File: src/rtl/alu_seq_pkg.sv
// ============================================================================
//  Module   : alu_seq_pkg
//  Purpose  : Shared widths, ALU mode codes and FSM encoding for the ALU
//             operation sequencer.
//  Revision : 1.0 - initial release
// ============================================================================
`default_nettype none

package alu_seq_pkg;

    localparam int DW    = 4;
    localparam int AW    = 2;
    localparam int NREGS = 4;

    localparam logic [2:0] MODE_ADD = 3'd0;
    localparam logic [2:0] MODE_SUB = 3'd1;
    localparam logic [2:0] MODE_CMP = 3'd2;
    localparam logic [2:0] MODE_AND = 3'd3;
    localparam logic [2:0] MODE_OR  = 3'd4;
    localparam logic [2:0] MODE_NOT = 3'd5;
    localparam logic [2:0] MODE_INC = 3'd6;
    localparam logic [2:0] MODE_DEC = 3'd7;

    typedef enum logic [1:0] {
        ST_IDLE  = 2'd0,
        ST_DRIVE = 2'd1,
        ST_RESP  = 2'd2
    } state_t;

    // The ALU floats its overflow pin outside add/sub, so the mode gates it
    // before anything is registered.
    function automatic logic ovf_qualified(input logic [2:0] mode, input logic ovf);
        return ((mode == MODE_ADD) || (mode == MODE_SUB)) ? ovf : 1'b0;
    endfunction

endpackage

`default_nettype wire

File: src/rtl/alu_seq_regfile.sv
// ============================================================================
//  Module   : alu_seq_regfile
//  Purpose  : 4x4 operand register file, two async read ports, one write
//             port where sequencer writeback beats the host write.
//  Revision : 1.0 - initial release
// ============================================================================
`default_nettype none

module alu_seq_regfile
    import alu_seq_pkg::*;
(
    input  logic          clk,
    input  logic          rst_n,
    input  logic [AW-1:0] ra_addr,
    input  logic [AW-1:0] rb_addr,
    output logic [DW-1:0] ra_data,
    output logic [DW-1:0] rb_data,
    input  logic          wb_en,
    input  logic [AW-1:0] wb_addr,
    input  logic [DW-1:0] wb_data,
    input  logic          host_en,
    input  logic [AW-1:0] host_addr,
    input  logic [DW-1:0] host_data
);

    logic [DW-1:0] r_mem [NREGS];

    generate
        for (genvar i = 0; i < NREGS; i++) begin : g_entry
            localparam logic [AW-1:0] c_idx = AW'(i);

            always_ff @(posedge clk or negedge rst_n) begin
                if (!rst_n) begin
                    r_mem[i] <= '0;
                end else if (wb_en && (wb_addr == c_idx)) begin
                    r_mem[i] <= wb_data;
                end else if (host_en && (host_addr == c_idx)) begin
                    r_mem[i] <= host_data;
                end
            end
        end
    endgenerate

    assign ra_data = r_mem[ra_addr];
    assign rb_data = r_mem[rb_addr];

endmodule

`default_nettype wire

File: src/rtl/alu_op_sequencer.sv
// ============================================================================
//  Module   : alu_op_sequencer
//  Purpose  : Command-driven controller for an external 4-bit ALU: reads
//             operands, drives the ALU, captures and writes back the result,
//             and returns it over a valid/ready response port.
//  Options  : STICKY_OVF_EN adds the ovf_sticky output.
//  Revision : 1.0 - initial release
// ============================================================================
`default_nettype none

module alu_op_sequencer
    import alu_seq_pkg::*;
(
    input  logic          clk,
    input  logic          rst_n,
`ifdef STICKY_OVF_EN
    output logic          ovf_sticky,
`endif
    input  logic          cmd_valid,
    output logic          cmd_ready,
    input  logic [2:0]    cmd_mode,
    input  logic [AW-1:0] cmd_ra,
    input  logic [AW-1:0] cmd_rb,
    input  logic [AW-1:0] cmd_rd,
    input  logic          cmd_cin,
    input  logic          wr_en,
    input  logic [AW-1:0] wr_addr,
    input  logic [DW-1:0] wr_data,
    output logic [DW-1:0] alu_a,
    output logic [DW-1:0] alu_b,
    output logic          alu_cin,
    output logic [2:0]    alu_mode,
    input  logic [DW-1:0] alu_r,
    input  logic          alu_ovf,
    output logic          rsp_valid,
    input  logic          rsp_ready,
    output logic [DW-1:0] rsp_data,
    output logic          rsp_ovf,
    output logic          rsp_zero
);

    state_t        r_state;
    logic [AW-1:0] r_rd;
    logic [DW-1:0] w_rdata_a;
    logic [DW-1:0] w_rdata_b;
    logic          w_accept;
    logic          w_wb_en;

    assign cmd_ready = (r_state == ST_IDLE);
    assign w_accept  = cmd_valid && cmd_ready;
    assign w_wb_en   = (r_state == ST_DRIVE);

    alu_seq_regfile u_regfile (
        .clk       (clk),
        .rst_n     (rst_n),
        .ra_addr   (cmd_ra),
        .rb_addr   (cmd_rb),
        .ra_data   (w_rdata_a),
        .rb_data   (w_rdata_b),
        .wb_en     (w_wb_en),
        .wb_addr   (r_rd),
        .wb_data   (alu_r),
        .host_en   (wr_en),
        .host_addr (wr_addr),
        .host_data (wr_data)
    );

    always_ff @(posedge clk or negedge rst_n) begin
        if (!rst_n) begin
            r_state   <= ST_IDLE;
            r_rd      <= '0;
            alu_a     <= '0;
            alu_b     <= '0;
            alu_cin   <= 1'b0;
            alu_mode  <= MODE_ADD;
            rsp_valid <= 1'b0;
            rsp_data  <= '0;
            rsp_ovf   <= 1'b0;
            rsp_zero  <= 1'b1;
        end else begin
            case (r_state)
                ST_IDLE: begin
                    if (w_accept) begin
                        alu_a    <= w_rdata_a;
                        alu_b    <= w_rdata_b;
                        alu_mode <= cmd_mode;
                        alu_cin  <= (cmd_mode == MODE_ADD) ? cmd_cin : 1'b0;
                        r_rd     <= cmd_rd;
                        r_state  <= ST_DRIVE;
                    end
                end
                // ALU outputs have had a full cycle to settle from alu_* regs.
                ST_DRIVE: begin
                    rsp_data  <= alu_r;
                    rsp_ovf   <= ovf_qualified(alu_mode, alu_ovf);
                    rsp_zero  <= (alu_r == '0);
                    rsp_valid <= 1'b1;
                    r_state   <= ST_RESP;
                end
                ST_RESP: begin
                    if (rsp_ready) begin
                        rsp_valid <= 1'b0;
                        r_state   <= ST_IDLE;
                    end
                end
                default: r_state <= ST_IDLE;
            endcase
        end
    end

`ifdef STICKY_OVF_EN
    logic w_sticky_set;
    logic w_sticky_clr;

    assign w_sticky_set = (r_state == ST_DRIVE) && ovf_qualified(alu_mode, alu_ovf);
    assign w_sticky_clr = w_accept && (cmd_mode == MODE_CMP);

    always_ff @(posedge clk or negedge rst_n) begin
        if (!rst_n) begin
            ovf_sticky <= 1'b0;
        end else if (w_sticky_set) begin
            ovf_sticky <= 1'b1;
        end else if (w_sticky_clr) begin
            ovf_sticky <= 1'b0;
        end
    end

    // Set only happens in DRIVE and clear only in IDLE, so they never collide.
    a_sticky_excl: assert property (@(posedge clk) disable iff (!rst_n)
                                    !(w_sticky_set && w_sticky_clr));
`endif

endmodule

`default_nettype wire

File: config.mk
export PLATFORM = sky130hd
export DESIGN_NAME = alu_op_sequencer
export DESIGN_NICKNAME = d
export VERILOG_FILES = /design/src/rtl/alu_seq_pkg.sv /design/src/rtl/alu_seq_regfile.sv /design/src/rtl/alu_op_sequencer.sv
export SDC_FILE = /design/constraint.sdc
export NUM_CORES = 1
export LEC_CHECK = 0
export ABC_AREA = 0
export CAP_MARGIN = 20
export CORE_MARGIN = 5
export CORE_UTILIZATION = 53
export DETAILED_ROUTE_END_ITERATION = 10
export GPL_ROUTABILITY_DRIVEN = 0
export PLACE_DENSITY = 0.85
export SYNTH_ARGS = -nofsm -noshare
export SYNTH_HDL_FRONTEND = slang
export SYNTH_SLANG_ARGS = --single-unit
File: constraint.sdc
create_clock -name clk -period 4.4 [get_ports clk]
set_input_delay 0.88 -clock clk [delete_from_list [all_inputs] [get_ports clk]]
set_output_delay 0.88 -clock clk [all_outputs]
set_load 0.1 [all_outputs]
Word level (Yosys, flattened, before mapping)
Index checks and enable logic that the tools add are counted.
{ "totals": {"output_inout_bits": 20, "wordCells": 74, "register_bits": 39, "inputBits": 26} }
{ "classes": {"eq_ne": 11, "n_reduce_logical": 24, "n_mux": 21, "bitwise_logic": 2, "order_cmp": 2} }
{ "ops": {"columns": ["cell", "count"], "rows": [
  ["$mux 4", 12],
  ["$bmux 4 s2", 2],
  ["$eq 2x2->1 const B", 5],
  ["$reduce_bool 2->1", 5],
  ["$logic_and 1x1->1", 9],
  ["$eq 2x1->1 const B", 3],
  ["$ge 3x3->1 const B", 2],
  ["$logic_not 2->1", 3],
  ["$logic_not 3->1", 2],
  ["$not 2->3", 2],
  ["$pmux 2 s3", 1],
  ["$reduce_and 2->1", 3],
  ["$logic_not 4->1", 1],
  ["$mux 2", 2],
  ["$eq 3x1->1 const B", 1],
  ["$mux 1", 3],
  ["$ne 2x1->1 const B", 1],
  ["$ne 2x2->1 const B", 1],
  ["$pmux 1 s2", 1],
  ["$logic_or 1x1->1", 1]
]} }

Longest topological paths before layout
{ "depth": {"ltp_word": 4, "depth_mapped": 6, "mapped_depth_nobuf": 3} }

Hierarchy
A second synthesis with hierarchy kept.
{ "hier_totals": {"hier_cells": 138, "hier_area_um2": 1905.6} }
{ "by_module_without_submodules": {"columns": ["module", "seq_area_each_um2", "area_each_um2", "cells_per_inst", "instances"], "rows": [
  ["alu_seq_regfile", 400.4, 959.7, 81, 1],
  ["alu_op_sequencer", 576.8, 945.9, 57, 1]
]} }

Worst setup path before layout
OpenSTA, ideal clock, no wires.
{ "synth_timing": {"path_type": "register to output", "start": "register r_state[0]", "end": "output port cmd_ready", "n_path_buf": 1, "path_slack_ns": 1.782, "path_stages_with_launch": 3, "required_time_ns": 3.520, "t_arrival_ns": 1.738, "path_cell_list": "dfrtp_1 buf_6 nor2_1"} }
{ "synth_via": {"elab_chain_len": 1} }
{ "synth_lines": {"columns": ["element", "line", "source"], "rows": [
  ["start: declaration", "alu_op_sequencer.sv:42", "state_t r_state;"],
  ["start signal: assignment", "alu_op_sequencer.sv:70", "r_state <= ST_IDLE;"],
  ["start signal: assignment", "alu_op_sequencer.sv:89", "r_state <= ST_DRIVE;"],
  ["start signal: assignment", "alu_op_sequencer.sv:98", "r_state <= ST_RESP;"],
  ["$logic_not 2->1", "alu_op_sequencer.sv:49", "assign cmd_ready = (r_state == ST_IDLE);"],
  ["end: declaration", "alu_op_sequencer.sv:20", "output logic cmd_ready,"]
]} }
No other way between the ends.

Worst setup path in the final report
{ "layout_timing": {"start": "register r_state[1]", "end": "output port cmd_ready"} }
The elaborated chain is that of the path after synthesis.

==> summary.md <==
| Metric | Value |
|---|---|
| Slew @ Worst Pin | 1.04 ns |
| Hold WS | 0.497 ns |
| Buf/Inv on CP | 1 |
| Register area | 977 µm² |
| Post_cts resized | 0 |
| Violation count after the first detailed-route iteration | 47 |
| # H-tree levels | 2 |
| Worst-path clk slew | 0.11 ns |
| Crit path time final | 2.98 ns |
| Fill cell total of the finished layout | 257 |
| Crit-path cells | nor2_1 -> clkdlybuf4s50_1 |
| Relative slew slack | 29.9% |
| Number of flops mapped to enable cells by yosys | 0 |
| # setup viols final | 0 |
| Main synth FF type | dfrtp_1 |
| Initial antenna violation count | 0 |
| Hold violation count in the final report | 0 |
| Setup CP Type | reg2out |
| Share of layout cells above drive strength 1 | 19.9% |
| Netlist cell types | 26 |
| Die H | 69.9 µm |
| Gate Count Post-Synth | 145 |
| Initial Utilization | 55.7% |
| Slew Limit Fails | 0 |
| Root buf cell | clkbuf_4 |
| Port buffer count | 45 |
| Die Width | 69.9 µm |
| Period utilization | 67.8% |
| GR Overflow Total | 0 |
| Synth area leader | dfrtp_1 |
| Pin count of the biggest net entering global routing | 40 |
| Post-CTS Setup Inserts | 0 |
| Outcome | complete, no violations |
| Antenna cells | 0 |
| Mapped cell area | 1900 µm² |
| Worst min path class | reg2reg |
| Synth Register Bits | 39 |
| Die area | 4890 µm² |
| Slowest CP cell | clkdlybuf4s50_1 |
| Routed WL | 3950 µm |
| Vias in the first global route | 1,423 |
| Clk buf depth | 2 |
| Synthesized Nets | 171 |
| DR vias/cell | 5.49 |
| Worst-skew pair later-pin latency | 0.35 ns |
| Synth Area per Inst | 13.1 µm² |
| Worst clock skew | 0.00712 ns |
| Yosys warns | 0 |
| CTS tree | done |
| Post-route cell area | 2410 µm² |
| Yosys top cell area share | 50.0% |
| Sink Count | 39 |
| Seq/Total Area, Yosys | 51.4% |
| DRT Pass-1 Iters | 4 |
| Critical Path RT | 3.52 ns |
| # rows | 21 |
| Vias post-DR | 1,300 |
| R2R setup slack | 2.64 ns |
| Placed Area | 2360 µm² |
| Critical Path Max Stage Delay | 1.13 ns |
| Synth top area cells | dfrtp_1 50%, mux4_2 9.5%, mux2i_1 8.4% |
| Drt drc | 0 |
| Max Fclk | 335 MHz |
| All-layer global routing usage | 17.6% |
| Setup TNS | 0 ns |
| Fin nets | 216 |
| Routed len/inst | 16.6 µm |
| Inserted Clock Buffers | 5 |
| Setup crit end kind | primary output |
| CP Launch Type | flop |
| Core ar. | 3420 µm² |
| Area grow syn2layout | 26.6% |
| Hpwl dp | 3060 µm |
| # IOs | 46 |
| RSZ-0062 raised after global routing | no |
| Crit path DAT | 2.10 ns |
| Area occupied by multi-input gates | 868 µm² |
| Post-synthesis async set-or-reset flop share | 100% |
| Delay-heaviest family, CP | buffers and inverters |
| First-pass GRT wire length | 6790 µm |
| Hold bufs inserted after CTS | 0 |
| Max Cap Viol | 0 |
| Crit Path Max Fanout | 9 |
| Layout Utilization | 70.5% |
| ANT nets after route | 0 |
[worst min-delay path, stage by stage (launching register included)]
cell and delay, ns:
dfstp_2 0.38, nand2_1 0.04, o21ai_0 0.07
[path summary, 6_finish.rpt]
kind / start / end / cells after the start
setup reg to reg: r_state[1]$_DFFE_PN0P_ / u_regfile.r_mem[7]$_DFFE_PN0P_ / 2
setup / recovery: r_state[1]$_DFFE_PN0P_ / cmd_ready / 2
min in group asynchronous: rst_n / u_regfile.r_mem[6]$_DFFE_PN0P_ / 1
hold reg to reg: rsp_zero$_DFFE_PN1N_ / rsp_zero$_DFFE_PN1N_ / 2
hold / removal: rsp_zero$_DFFE_PN1N_ / rsp_zero$_DFFE_PN1N_ / 2
max in group asynchronous: rst_n / alu_a[2]$_DFFE_PN0P_ / 1
[cell type report]
class	count	share of cell area, %
Clock buffer	5	1.56
Clock inverter	3	0.623
Multi-Input combinational cell	97	36.1
Sequential cell	39	40.6
Inverter	2	0.312
Tap cell	46	2.39
Timing Repair Buffer	45	18.5
[synthesized netlist by cell type, types with 2 or more instances]
library cell	count
dfrtp_1	38
mux2i_1	16
o21ai_0	16
nand2_1	14
mux2_2	10
mux4_2	8
mux2_4	7
nor2_1	6
a21oi_1	5
clkbuf_1	4
buf_6	3
inv_1	2
nand2b_1	2
nor4bb_1	2
[sequential cells by signal, summed over array words and instances (netlist names)]
signal and flops:
r_rd 2, u_regfile.r_mem 16, r_state 2, rsp_zero 1, rsp_ovf 1, rsp_data 4
alu_cin 1, rsp_valid 1, alu_mode 3, alu_b 4, alu_a 4
[routing by layer]
| metal | vias up | GRT usage, % | wire [µm] |
|---|---|---|---|
| li1 | 623 | - | - |
| met1 | 647 | 20.4 | 1640 |
| met2 | 25 | 30.6 | 2080 |
| met3 | 5 | 4.30 | 176 |
| met4 | 0 | 8.30 | 53 |
| met5 | - | 0 | 0 |
[per-stage QoR]
stage	setup WS (ns)	instances
2_1_floorplan	1.78	145
3_3_place_gp	1.83	229
3_5_place_dp	1.81	229
4_1_cts	1.41	237
5_1_grt	1.33	237
6_report	1.42	237
[placed cells by master, fill, tap and decap left out, drive strengths merged, types with 3 or more instances in the layout]
cell type and count:
clkdlybuf4s50 44, mux2 17, a21oi 5, nand2 14, clkinv 3, mux2i 16, dfrtp 38, clkbuf 5
mux4 8, nor2 6, o21ai 16
[kinds of logic after synthesis]
logic type / count (synthesis) / share of synthesized area (%)
buf+inv: 9 / 2.96
simple gates: 34 / 10.3
mux: 41 / 29.3
compound gates: 22 / 5.99
flops: 39 / 51.4
Power is left out: the tool's default activity adds up to more than one toggle a clock period on the data nets, which glitch-free logic cannot reach.
